**src/rtl/btime_upload_pkg.sv**
```systemverilog
// Shared types and helpers for the SDRAM-to-data_io upload reader.
package btime_upload_pkg;

   typedef enum logic [1:0] {
      IDLE  = 2'd0,
      RUN   = 2'd1,
      DRAIN = 2'd2,
      DONE  = 2'd3
   } state_e;

   // Byte lane within a 16-bit SDRAM word, selected by byte address bit 0
   localparam logic LO_LANE = 1'b0;
   localparam logic HI_LANE = 1'b1;

   // Even byte lives in [7:0], odd byte in [15:8] (ds = {addr[0], ~addr[0]})
   function automatic logic [7:0] lane_byte(input logic [15:0] word, input logic lane);
      return (lane == LO_LANE) ? word[7:0] : word[15:8];
   endfunction

endpackage

```
**src/rtl/ioctl_upload_reader_if.sv**
```systemverilog
// SDRAM toggle-handshake read port: req toggles, ack follows with data.
interface ioctl_upload_reader_if #(
   parameter int unsigned ADDR_W = 23
);
   logic              mem_req;
   logic              mem_ack;
   logic [ADDR_W-2:0] mem_addr;
   logic [15:0]       mem_dout;

   modport master (output mem_req, output mem_addr, input mem_ack, input mem_dout);
   modport slave  (input mem_req, input mem_addr, output mem_ack, output mem_dout);
endinterface

```
**src/rtl/upload_word_fetch.sv**
```systemverilog
// Toggle req/ack engine: one outstanding word read, ack detect, ack timeout.
module upload_word_fetch
   import btime_upload_pkg::*;
#(
   parameter int unsigned ADDR_W      = 23,
   parameter int unsigned ACK_TIMEOUT = 255
) (
   input  logic                  clk_sys,
   input  logic                  reset_n,
   input  logic                  issue,
   input  logic [ADDR_W-2:0]     issue_addr,
   output logic                  pending,
   output logic                  ack_c,
   output logic [15:0]           rd_data_c,
   output logic                  timeout_c,
   ioctl_upload_reader_if.master mem
);

   localparam int unsigned CNT_W = $clog2(ACK_TIMEOUT + 1);

   logic              req_q, req_d;
   logic [ADDR_W-2:0] addr_q, addr_d;
   logic              pending_q, pending_d;
   logic [CNT_W-1:0]  cnt_q, cnt_d;

   // Handshake state registers
   always_ff @(posedge clk_sys or negedge reset_n) begin
      if (!reset_n) begin
         req_q     <= 1'b0;
         addr_q    <= '0;
         pending_q <= 1'b0;
         cnt_q     <= '0;
      end else begin
         req_q     <= req_d;
         addr_q    <= addr_d;
         pending_q <= pending_d;
         cnt_q     <= cnt_d;
      end
   end

   // Ack detect, saturating timeout counter and request issue
   always_comb begin
      req_d     = req_q;
      addr_d    = addr_q;
      pending_d = pending_q;
      cnt_d     = cnt_q;
      ack_c     = pending_q && (mem.mem_ack == req_q);
      timeout_c = pending_q && !ack_c && (cnt_q == CNT_W'(ACK_TIMEOUT - 1));

      if (ack_c) begin
         pending_d = 1'b0;
      end else if (pending_q && (cnt_q != CNT_W'(ACK_TIMEOUT))) begin
         cnt_d = cnt_q + CNT_W'(1);
      end

      if (issue && !pending_q) begin
         req_d     = ~req_q;
         addr_d    = issue_addr;
         pending_d = 1'b1;
         cnt_d     = '0;
      end
   end

   assign mem.mem_req  = req_q;
   assign mem.mem_addr = addr_q;
   assign pending      = pending_q;
   assign rd_data_c    = mem.mem_dout;

endmodule

```
**src/rtl/ioctl_upload_reader.sv**
```systemverilog
// Streams a byte range out of SDRAM to data_io, prefetching one word ahead.
module ioctl_upload_reader
   import btime_upload_pkg::*;
#(
   parameter int unsigned ADDR_W      = 23,
   parameter int unsigned LEN_W       = 17,
   parameter int unsigned ACK_TIMEOUT = 255
) (
   input  logic                  clk_sys,
   input  logic                  reset_n,
   input  logic                  ioctl_upload,
   input  logic                  ioctl_rd,
   input  logic [ADDR_W-1:0]     base_addr,
   input  logic [LEN_W-1:0]      length,
   output logic [7:0]            ioctl_din,
   output logic                  ioctl_ready,
   output logic [ADDR_W-1:0]     byte_addr,
   output logic                  busy,
   output logic                  done,
   output logic                  err,
   ioctl_upload_reader_if.master mem
);

   state_e            state_q, state_d;
   logic              upload_q;
   logic [ADDR_W-1:0] byte_addr_q, byte_addr_d;
   logic [ADDR_W-1:0] fetch_addr_q, fetch_addr_d;
   logic [ADDR_W-1:0] end_q, end_d;
   logic [LEN_W-1:0]  remaining_q, remaining_d;
   logic [15:0]       cur_q, cur_d, nxt_q, nxt_d;
   logic              cur_v_q, cur_v_d, nxt_v_q, nxt_v_d;
   logic              err_q, err_d;
   logic [7:0]        din_q, din_d;
   logic              ready_q, ready_d;
   logic              busy_q, busy_d;
   logic              done_q, done_d;

   logic              rise_c, fall_c, issue_c, rd_ok_c, last_c, release_c;
   logic              pending, ack_c, timeout_c;
   logic [15:0]       rd_data_c;

   upload_word_fetch #(
      .ADDR_W      (ADDR_W),
      .ACK_TIMEOUT (ACK_TIMEOUT)
   ) u_fetch (
      .clk_sys    (clk_sys),
      .reset_n    (reset_n),
      .issue      (issue_c),
      .issue_addr (fetch_addr_q[ADDR_W-1:1]),
      .pending    (pending),
      .ack_c      (ack_c),
      .rd_data_c  (rd_data_c),
      .timeout_c  (timeout_c),
      .mem        (mem)
   );

   // State, buffers, counters and registered outputs
   always_ff @(posedge clk_sys or negedge reset_n) begin
      if (!reset_n) begin
         state_q      <= IDLE;
         upload_q     <= 1'b0;
         byte_addr_q  <= '0;
         fetch_addr_q <= '0;
         end_q        <= '0;
         remaining_q  <= '0;
         cur_q        <= '0;
         nxt_q        <= '0;
         cur_v_q      <= 1'b0;
         nxt_v_q      <= 1'b0;
         err_q        <= 1'b0;
         din_q        <= '0;
         ready_q      <= 1'b0;
         busy_q       <= 1'b0;
         done_q       <= 1'b0;
      end else begin
         state_q      <= state_d;
         upload_q     <= ioctl_upload;
         byte_addr_q  <= byte_addr_d;
         fetch_addr_q <= fetch_addr_d;
         end_q        <= end_d;
         remaining_q  <= remaining_d;
         cur_q        <= cur_d;
         nxt_q        <= nxt_d;
         cur_v_q      <= cur_v_d;
         nxt_v_q      <= nxt_v_d;
         err_q        <= err_d;
         din_q        <= din_d;
         ready_q      <= ready_d;
         busy_q       <= busy_d;
         done_q       <= done_d;
      end
   end

   // Next-state, word buffer management and byte presentation
   always_comb begin
      state_d      = state_q;
      byte_addr_d  = byte_addr_q;
      fetch_addr_d = fetch_addr_q;
      end_d        = end_q;
      remaining_d  = remaining_q;
      cur_d        = cur_q;
      nxt_d        = nxt_q;
      cur_v_d      = cur_v_q;
      nxt_v_d      = nxt_v_q;
      err_d        = err_q;

      rise_c    = ioctl_upload && !upload_q;
      fall_c    = !ioctl_upload && upload_q;
      rd_ok_c   = (state_q == RUN) && ioctl_rd && ready_q;
      last_c    = rd_ok_c && (remaining_q == LEN_W'(1));
      release_c = rd_ok_c && ((byte_addr_q[0] == HI_LANE) || (remaining_q == LEN_W'(1)));
      issue_c   = (state_q == RUN) && !fall_c && !pending && !nxt_v_q && (fetch_addr_q < end_q);

      case (state_q)
         IDLE: begin
            if (rise_c) begin
               err_d = 1'b0;
               if (length != '0) begin
                  state_d      = RUN;
                  byte_addr_d  = base_addr;
                  remaining_d  = length;
                  fetch_addr_d = {base_addr[ADDR_W-1:1], 1'b0};
                  end_d        = base_addr + ADDR_W'(length);
               end else begin
                  state_d = DONE;
               end
            end
         end
         RUN: begin
            if (ioctl_rd && !ready_q) begin
               err_d = 1'b1;
            end
            if (rd_ok_c) begin
               byte_addr_d = byte_addr_q + ADDR_W'(1);
               remaining_d = remaining_q - LEN_W'(1);
            end
            // A released word is replaced by nxt, else by same-cycle ack data
            if (release_c) begin
               if (nxt_v_q) begin
                  cur_d   = nxt_q;
                  nxt_v_d = 1'b0;
               end else if (ack_c) begin
                  cur_d = rd_data_c;
               end else begin
                  cur_v_d = 1'b0;
               end
            end else if (ack_c) begin
               if (!cur_v_q) begin
                  cur_d   = rd_data_c;
                  cur_v_d = 1'b1;
               end else begin
                  nxt_d   = rd_data_c;
                  nxt_v_d = 1'b1;
               end
            end
            if (ack_c) begin
               fetch_addr_d = fetch_addr_q + ADDR_W'(2);
            end
            if (last_c && (!pending || ack_c)) begin
               state_d = DONE;
            end else if ((remaining_q == '0) && !pending) begin
               state_d = DONE;
            end
         end
         DRAIN: begin
            if (ack_c) begin
               state_d = IDLE;
            end
         end
         DONE: begin
            state_d = DONE;
         end
         default: state_d = IDLE;
      endcase

      if (timeout_c) begin
         err_d = 1'b1;
      end

      // An outstanding read must be absorbed before the port is idle again
      if (fall_c) begin
         state_d = (pending && !ack_c) ? DRAIN : IDLE;
      end

      if (state_d != RUN) begin
         cur_v_d = 1'b0;
         nxt_v_d = 1'b0;
      end

      ready_d = (state_d == RUN) && cur_v_d;
      din_d   = lane_byte(cur_d, byte_addr_d[0]);
      busy_d  = (state_d == RUN) || (state_d == DRAIN);
      done_d  = (state_d == DONE);
   end

   assign ioctl_din   = din_q;
   assign ioctl_ready = ready_q;
   assign byte_addr   = byte_addr_q;
   assign busy        = busy_q;
   assign done        = done_q;
   assign err         = err_q;

endmodule

```
**src/flat_wrapper.sv**
```systemverilog
// flat-port wrapper written by rule: the top's interface ports become plain ports
module ioctl_upload_reader_flat import btime_upload_pkg::*;
#(
   parameter int unsigned ADDR_W      = 23,
   parameter int unsigned LEN_W       = 17,
   parameter int unsigned ACK_TIMEOUT = 255
)
  (clk_sys, reset_n, ioctl_upload, ioctl_rd, base_addr, length, ioctl_din, ioctl_ready, byte_addr, busy, done, err, mem_mem_req, mem_mem_addr, mem_mem_ack, mem_mem_dout);
  ioctl_upload_reader_if #(.ADDR_W(ADDR_W)) mem_i ();
  input  logic clk_sys;
  input  logic reset_n;
  input  logic ioctl_upload;
  input  logic ioctl_rd;
  input  logic [ADDR_W-1:0] base_addr;
  input  logic [LEN_W-1:0] length;
  output logic [7:0] ioctl_din;
  output logic ioctl_ready;
  output logic [ADDR_W-1:0] byte_addr;
  output logic busy;
  output logic done;
  output logic err;
  output wire logic [$bits(mem_i.mem_req)-1:0] mem_mem_req;
  output wire logic [$bits(mem_i.mem_addr)-1:0] mem_mem_addr;
  input wire logic [$bits(mem_i.mem_ack)-1:0] mem_mem_ack;
  input wire logic [$bits(mem_i.mem_dout)-1:0] mem_mem_dout;
  assign mem_mem_req = mem_i.mem_req;
  assign mem_mem_addr = mem_i.mem_addr;
  assign mem_i.mem_ack = mem_mem_ack;
  assign mem_i.mem_dout = mem_mem_dout;
  ioctl_upload_reader #(.ADDR_W(ADDR_W), .LEN_W(LEN_W), .ACK_TIMEOUT(ACK_TIMEOUT)) u_core (.clk_sys(clk_sys), .reset_n(reset_n), .ioctl_upload(ioctl_upload), .ioctl_rd(ioctl_rd), .base_addr(base_addr), .length(length), .ioctl_din(ioctl_din), .ioctl_ready(ioctl_ready), .byte_addr(byte_addr), .busy(busy), .done(done), .err(err), .mem(mem_i));
endmodule
```
**config.mk**
```make
export PLATFORM = sky130hd
export DESIGN_NAME = ioctl_upload_reader_flat
export DESIGN_NICKNAME = d
export VERILOG_FILES = /design/src/rtl/btime_upload_pkg.sv /design/src/rtl/ioctl_upload_reader_if.sv /design/src/rtl/upload_word_fetch.sv /design/src/rtl/ioctl_upload_reader.sv /design/src/flat_wrapper.sv
export SDC_FILE = /design/constraint.sdc
export NUM_CORES = 1
export LEC_CHECK = 0
export CORE_UTILIZATION = 60
export DETAILED_ROUTE_END_ITERATION = 10
export DONT_BUFFER_PORTS = 1
export HOLD_SLACK_MARGIN = 0.05
export PLACE_DENSITY = 0.76
export SLEW_MARGIN = 40
export SYNTH_ARGS = -nofsm -noshare
export SYNTH_HDL_FRONTEND = slang
export SYNTH_SLANG_ARGS = --single-unit
```
**constraint.sdc**
```tcl
create_clock -name clk_sys -period 3.47 [get_ports clk_sys]
set_input_delay 0.347 -clock clk_sys [delete_from_list [all_inputs] [get_ports clk_sys]]
set_output_delay 0.347 -clock clk_sys [all_outputs]
set_load 0.005 [all_outputs]
```
## Yosys cells after proc, flatten, opt, wreduce, memory -nomap -nowiden

Cells that the tools add are included.

- Input port bits: 61
- Bits in registers: 167
- Output and inout port bits: 58

- Bitwise gates (word level): 2
- Mux-type cells: 47
- Eq/ne operators: 18
- Reduce and logical (&&, ||, !) cells: 46
- Add/sub/neg operators: 5
- Magnitude comparators: 1

Operator list:

| operator | number |
|---|---|
| two-way mux 23 bit | 6 |
| two-way mux 16 bit | 6 |
| one-hot mux 23 bit (2 select lines) | 2 |
| two-way mux 17 bit | 3 |
| one-hot mux 17 bit (2 select lines) | 1 |
| two-way mux 8 bit | 4 |
| adder 23 x 1 -> 23 bit (second input constant) | 1 |
| adder 23 x 17 -> 23 bit | 1 |
| adder 23 x 2 -> 23 bit (second input constant) | 1 |
| < comparator 23 bit | 1 |
| logical AND 1 bit | 19 |
| == test 17 x 1 -> 1 bit (second input constant) | 1 |
| logical NOT 17 bit | 1 |
| nonzero test 17 bit | 1 |
| subtractor 17 x 1 -> 17 bit (second input constant) | 1 |
| two-way mux 1 bit | 16 |
| two-way mux 2 bit | 7 |
| AND reduction 4 bit | 3 |
| != test 2 x 1 -> 1 bit (second input constant) | 5 |
| AND reduction 3 bit | 3 |
| nonzero test 3 bit | 3 |
| adder 8 x 1 -> 8 bit (second input constant) | 1 |
| == test 2 bit (second input constant) | 4 |
| == test 8 bit (second input constant) | 1 |
| 14 further kinds | 27 |

## Longest topological paths before layout

- Word-level depth: 11
- Mapped depth: 11
- Depth with buffers taken out: 10

## By module

From an unflattened synthesis, not the netlist that was laid out.

- Cell total of the unflattened synthesis: 1147
- Area total of the unflattened synthesis: 10098.4 µm²

By module, submodules not included:

| module | times used | cells each | area each (µm²) |
|---|---|---|---|
| ioctl_upload_reader | 1 | 978 | 8585.7 |
| upload_word_fetch | 1 | 169 | 1512.7 |

## Least setup slack after synthesis

No wires, ideal clock.

- Path kind: register to register
- From: reg u_core.remaining_q[12]
- To: reg u_core.din_q[5], in the netlist u_core.ioctl_din[5]
- Setup slack: 1.020 ns
- Library setup time: 0.125 ns
- Path buffers: 2
- Required time: 3.345 ns
- Data arrival time: 2.326 ns
- Period minus slack after synthesis: 2.450 ns
- Cell stages (with the launch flop): 10
- Cells stage by stage: dfrtp_1 -> or4_4 -> or3_4 -> o31ai_4 -> buf_6 -> nor2_4 -> buf_6 -> nand2_1 -> nand2_1 -> mux2_2

- Word-level cells in the longest chain between the ends: 6

RTL lines:

| item | RTL line | source |
|---|---|---|
| from (decl) | ioctl_upload_reader.sv:29 | `logic [LEN_W-1:0] remaining_q, remaining_d;` |
| from (signal assigned) | ioctl_upload_reader.sv:81 | `remaining_q <= remaining_d;` |
| == test 17 x 1 -> 1 bit | ioctl_upload_reader.sv:111 | `release_c = rd_ok_c && ((byte_addr_q[0] == HI_LANE) \|\| (remaining_q == LEN_W'(1)));` |
| logical OR 1 bit | ioctl_upload_reader.sv:111 |  |
| logical AND 1 bit | ioctl_upload_reader.sv:111 |  |
| two-way mux 16 bit | ioctl_upload_reader.sv:138 | `if (release_c) begin` |
| two-way mux 16 bit | ioctl_upload_reader.sv:114 | `case (state_q)` |
| named net u_core.cur_d[13] | ioctl_upload_reader.sv:30 | `logic [15:0] cur_q, cur_d, nxt_q, nxt_d;` |
| two-way mux 8 bit | btime_upload_pkg.sv:17 | `return (lane == LO_LANE) ? word[7:0] : word[15:8];` |
| named net u_core.din_d[5] | ioctl_upload_reader.sv:33 | `logic [7:0] din_q, din_d;` |
| to (signal assigned) | ioctl_upload_reader.sv:87 | `din_q <= din_d;` |
| to (decl) | ioctl_upload_reader.sv:33 |  |

The timed path passes the listed nets, and every way through them passes these cells.
A chain may end at the register's enable or synchronous reset.

## Final worst setup path

- From: reg u_core.remaining_q[12]
- To: reg u_core.nxt_q[5]

- Word-level cells in the longest chain between the ends: 5

RTL lines:

| item | RTL line | source |
|---|---|---|
| == test 17 x 1 -> 1 bit | ioctl_upload_reader.sv:111 |  |
| logical OR 1 bit | ioctl_upload_reader.sv:111 |  |
| logical AND 1 bit | ioctl_upload_reader.sv:111 |  |
| NOT 1 bit (no line) | -- |  |
| AND reduction 4 bit (no line) | -- |  |
| to (signal assigned) | ioctl_upload_reader.sv:83 | `nxt_q <= nxt_d;` |
| to (decl) | ioctl_upload_reader.sv:30 |  |

No other way between the ends.

==> impl_metrics.yaml <==
yosys:
  synth_top_family_by_area: "compound AO/OA/AOI/OAI gates"
  ys_ff_latch: 165
  synth_enable_flop_cells: 0
  synth-simple-area-share_pct: 18.39
  synth_cell_types: 67
  synth_compound_area_share_pct: 19.14
  yosys_warnings: 0
  avgSynthCellArea_sq_um: 8.832
  syn-cell-area_sq_um: 9653
  synthAdderAreaFrac_pct: 6.429
  syn_nets: 1203
  synth-xor-area-share_pct: 1.996
  synthCells: 1093
  dominantRegCellSynth: "dfrtp_1"
  async_reset_ff_share_pct: 100.0
  synth_mux_area_share_pct: 7.362
  ys_seq_area_share_pct: 42.77
grt:
  grt.met1_usage_pct: 40.23
  grt_antenna_before_repair: 0
  overflow: 0
  grt_busiest_layer: "met2"
  grt_pass1_wl_microns: 39590
  grt_pass1_vias: 7872
  track_usage_pct: 31.06
  met2_usage_pct: 49.38
  met3_usage_pct: 7.942
  grt_max_degree: 166
critical_path:
  crit_fanout: 12
  critPathArrivalTime_ns: 3.15
  reg2reg_from: "u_core.remaining_q[12]$_DFFE_PN0P_"
  cp.required_ns: 3.79
  end_kind: "register"
  worstSetupPathType: "reg2reg"
  crit_path_start_kind: "register"
  crit_path_start: "u_core.remaining_q[12]$_DFFE_PN0P_"
timing:
  rsz0062_at_grt: "no"
  tightest_slew_ns: 0.7991
  hold_viol: 165
  fin_ws_ns: 0.6386
  max-slew-margin-rel_pct: 46.24
  fmax_mhz: 353.2
  fin_skew_ns: 0.01149
  fin_crit_ns: 2.831
  fin_hold_ws_ns: -0.3865
  slew_violations: 0
  tns_ns: 0
  fin_crit_sh_pct: 81.60
  setup_violations: 0
cts:
  cts_sinks: 165
  ctsHtreeMaxLevel: 4
  tritoncts: "built"
  hold_buffers: 25
  clk_pin_slew_ns: 0.07
  insertion_delay_ns: 0.44
  post_cts_buffers: 0
  clk_path_buf_depth: 2
  numCtsBuffers: 17
  cts_resized: 0
  cts-root-buf: "clkbuf_16"
min_path:
  hold_class: "in2async"
floorplan:
  core_sq_um: 15770
  start_util_pct: 61.21
  fp.dieH_microns: 128.8
  die_w_microns: 128.8
  pin_count: 119
  die_area_sq_um: 16600
  row_count: 46
drt:
  drtIter0Drc: 590
  totalWireLength_microns: 24630
  routed_via_density: 6.218
  firstDrtPassIters: 6
  wl_per_cell_microns: 18.52
  ant_nets: 0
  num_vias: 8270
  drc: 0
power:
  peakVddDrop_uv: 473.7
  power.total_uw: 8562
  powerDensity_nw_per_um2: 797.5
  leakage_uw: 0.004757
final_layout:
  nets: 1211
  antenna_cells: 0
  fin_util_pct: 68.07
  nFillCells: 1280
  drive_above_1_share_pct: 8.079
  regArea_sq_um: 4130
  area_growth_syn_to_layout_pct: 11.21
  multi_input_area_sq_um: 5177
run:
  drv_cap: 0
placed_design:
  dp_hpwl_microns: 17160
  portBuffers: 0
  place.gp.congestion: 0.9158
  dp_slack_ns: 0.6734
status:
  status: "finished, violations left"
  violations: "hold timing"
cell families (layout without fill, tap and decap cells):
| kind of cell | Yosys count | in the layout |
|---|---|---|
| xor gates and xnor gates | 22 | 22 |
| muxes | 65 | 65 |
| and+or+nand+nor | 388 | 388 |
| buffers and inverters | 95 | 116 |
| DFF | 165 | 165 |
| AOI/OAI and AO/OA | 309 | 309 |
| adders and majority gates | 49 | 49 |
critical path, stage by stage (launching register included):
cell and delay [ns]:
dfrtp_1 0.44, or4_4 0.56, or3_4 0.42, o31ai_4 0.47, nor2b_1 0.24, buf_4 0.26
mux2_1 0.33
final timing paths:
path                                                              end  slack, ns  cells after the start
setup / recovery                          u_core.nxt_q[5]$_DFFE_PN0P_       0.64                      6
max in group asynchronous             u_core.byte_addr[6]$_DFFE_PN0P_       3.65                      0
hold / removal             u_core.u_fetch.mem.mem_addr[8]$_DFFE_PN0N_      -0.39                      0
hold reg to reg                           u_core.end_q[0]$_DFFE_PN0P_       0.47                      2
min in group clk_sys                 u_core.byte_addr[12]$_DFFE_PN0P_       0.06                      2
setup reg to reg                          u_core.nxt_q[5]$_DFFE_PN0P_       0.64                      6
per-stage QoR:
stage | area [sq um] | std cells | hold slack [ns]
final | 10740 | 1330 | -0.3865
after global routing | 10740 | 1330 | -0.4041
after CTS | 10730 | 1330 | -0.3961
after detailed placement | 9857 | 1273 | 0.05767
after global placement | 9856 | 1273 | 0.05770
after floorplan | 9653 | 1093 | 0.05141
cell usage after synthesis, types with 3 or more instances:
cell      instances  area share (%)
and2_1            3            0.19
xor2_1           19             1.7
and4_1            5            0.45
o22a_1            4            0.36
mux2_2           32             3.7
inv_1            42             1.6
a22oi_1          19             1.5
buf_1             4            0.16
clkbuf_1         43             1.7
nor4_1           12            0.78
nor2b_1           8            0.52
dfrtp_1         165              43
a21oi_1          95             4.9
ha_1             48             6.2
nor3_1           23             1.2
a21o_1            8            0.62
o21ai_1          14            0.73
and3_1            9            0.58
o211ai_1          4            0.31
mux2_1           16             1.9
nand2b_1          7            0.45
o21bai_1          4            0.31
o22ai_1          11            0.71
or2_1             3            0.19
o311ai_1          3            0.27
o311ai_0          3            0.27
or3_1            10            0.65
nand3_1          36             1.9
nor2_1           83             3.2
a211oi_1          4            0.31
o21ai_0          97             5.0
nand2_1         166             6.5
a31oi_1          14            0.91
buf_2             4            0.21
xnor2_1           3            0.27
a221o_1           9            0.93
nand4_1          10            0.65
mux2i_1          17             1.8
nor3b_1           5            0.39
flip-flops by register name (all words and copies together) (netlist names), 2 cells and up:
name,cells
u_core.end_q,23
u_core.fetch_addr_q,22
u_core.state_q,2
u_core.byte_addr,23
u_core.u_fetch.mem.mem_addr,22
u_core.remaining_q,17
u_core.ioctl_din,8
u_core.cur_q,16
u_core.u_fetch.cnt_q,8
u_core.nxt_q,16
final cells by class:
| type | count | share of cell area [%] |
|---|---|---|
| Tap cell | 216 | 2.517 |
| Inverter | 42 | 1.469 |
| Timing Repair Buffer | 42 | 3.520 |
| Sequential cell | 165 | 38.47 |
| Multi-Input combinational cell | 833 | 48.23 |
| Clock inverter | 10 | 1.375 |
| Clock buffer | 22 | 4.417 |
layer usage:
metal  vias up  part of all wire, %
li1       3946                    -
met1      3935                   43
met2       330                   46
met3        59                  7.6
met4         0                  3.0
met5         -                    0
report_power, final:
group	internal (uW)	leakage [uW]	total (uW)	switching, uW
Combinational	1310	0.00244	2930	1620
Sequential	2770	0.00202	3650	883
Clock	1190	0.000293	1980	785
Total	5280	0.00476	8560	3290
cells in the final DEF (no fill, tap or decap), types with 7 or more instances in the layout:
cell	n
nand2b_1	7
a21oi_1	95
or3_1	10
nor2_1	82
buf_4	17
nor3_1	23
nand3_1	36
mux2i_1	17
o21ai_1	14
xor2_1	19
dlygate4sd3_1	25
o21ai_0	97
mux2_1	16
a22oi_1	19
nor2b_1	7
dfrtp_1	164
clkbuf_16	17
nor4_1	11
a221o_1	9
inv_1	42
o22ai_1	11
a31oi_1	14
nand4_1	10
and3_1	9
nand2_1	166
a21o_1	8
mux2_2	32
ha_1	48
No activity file was read; power rests on OpenSTA's default activity.
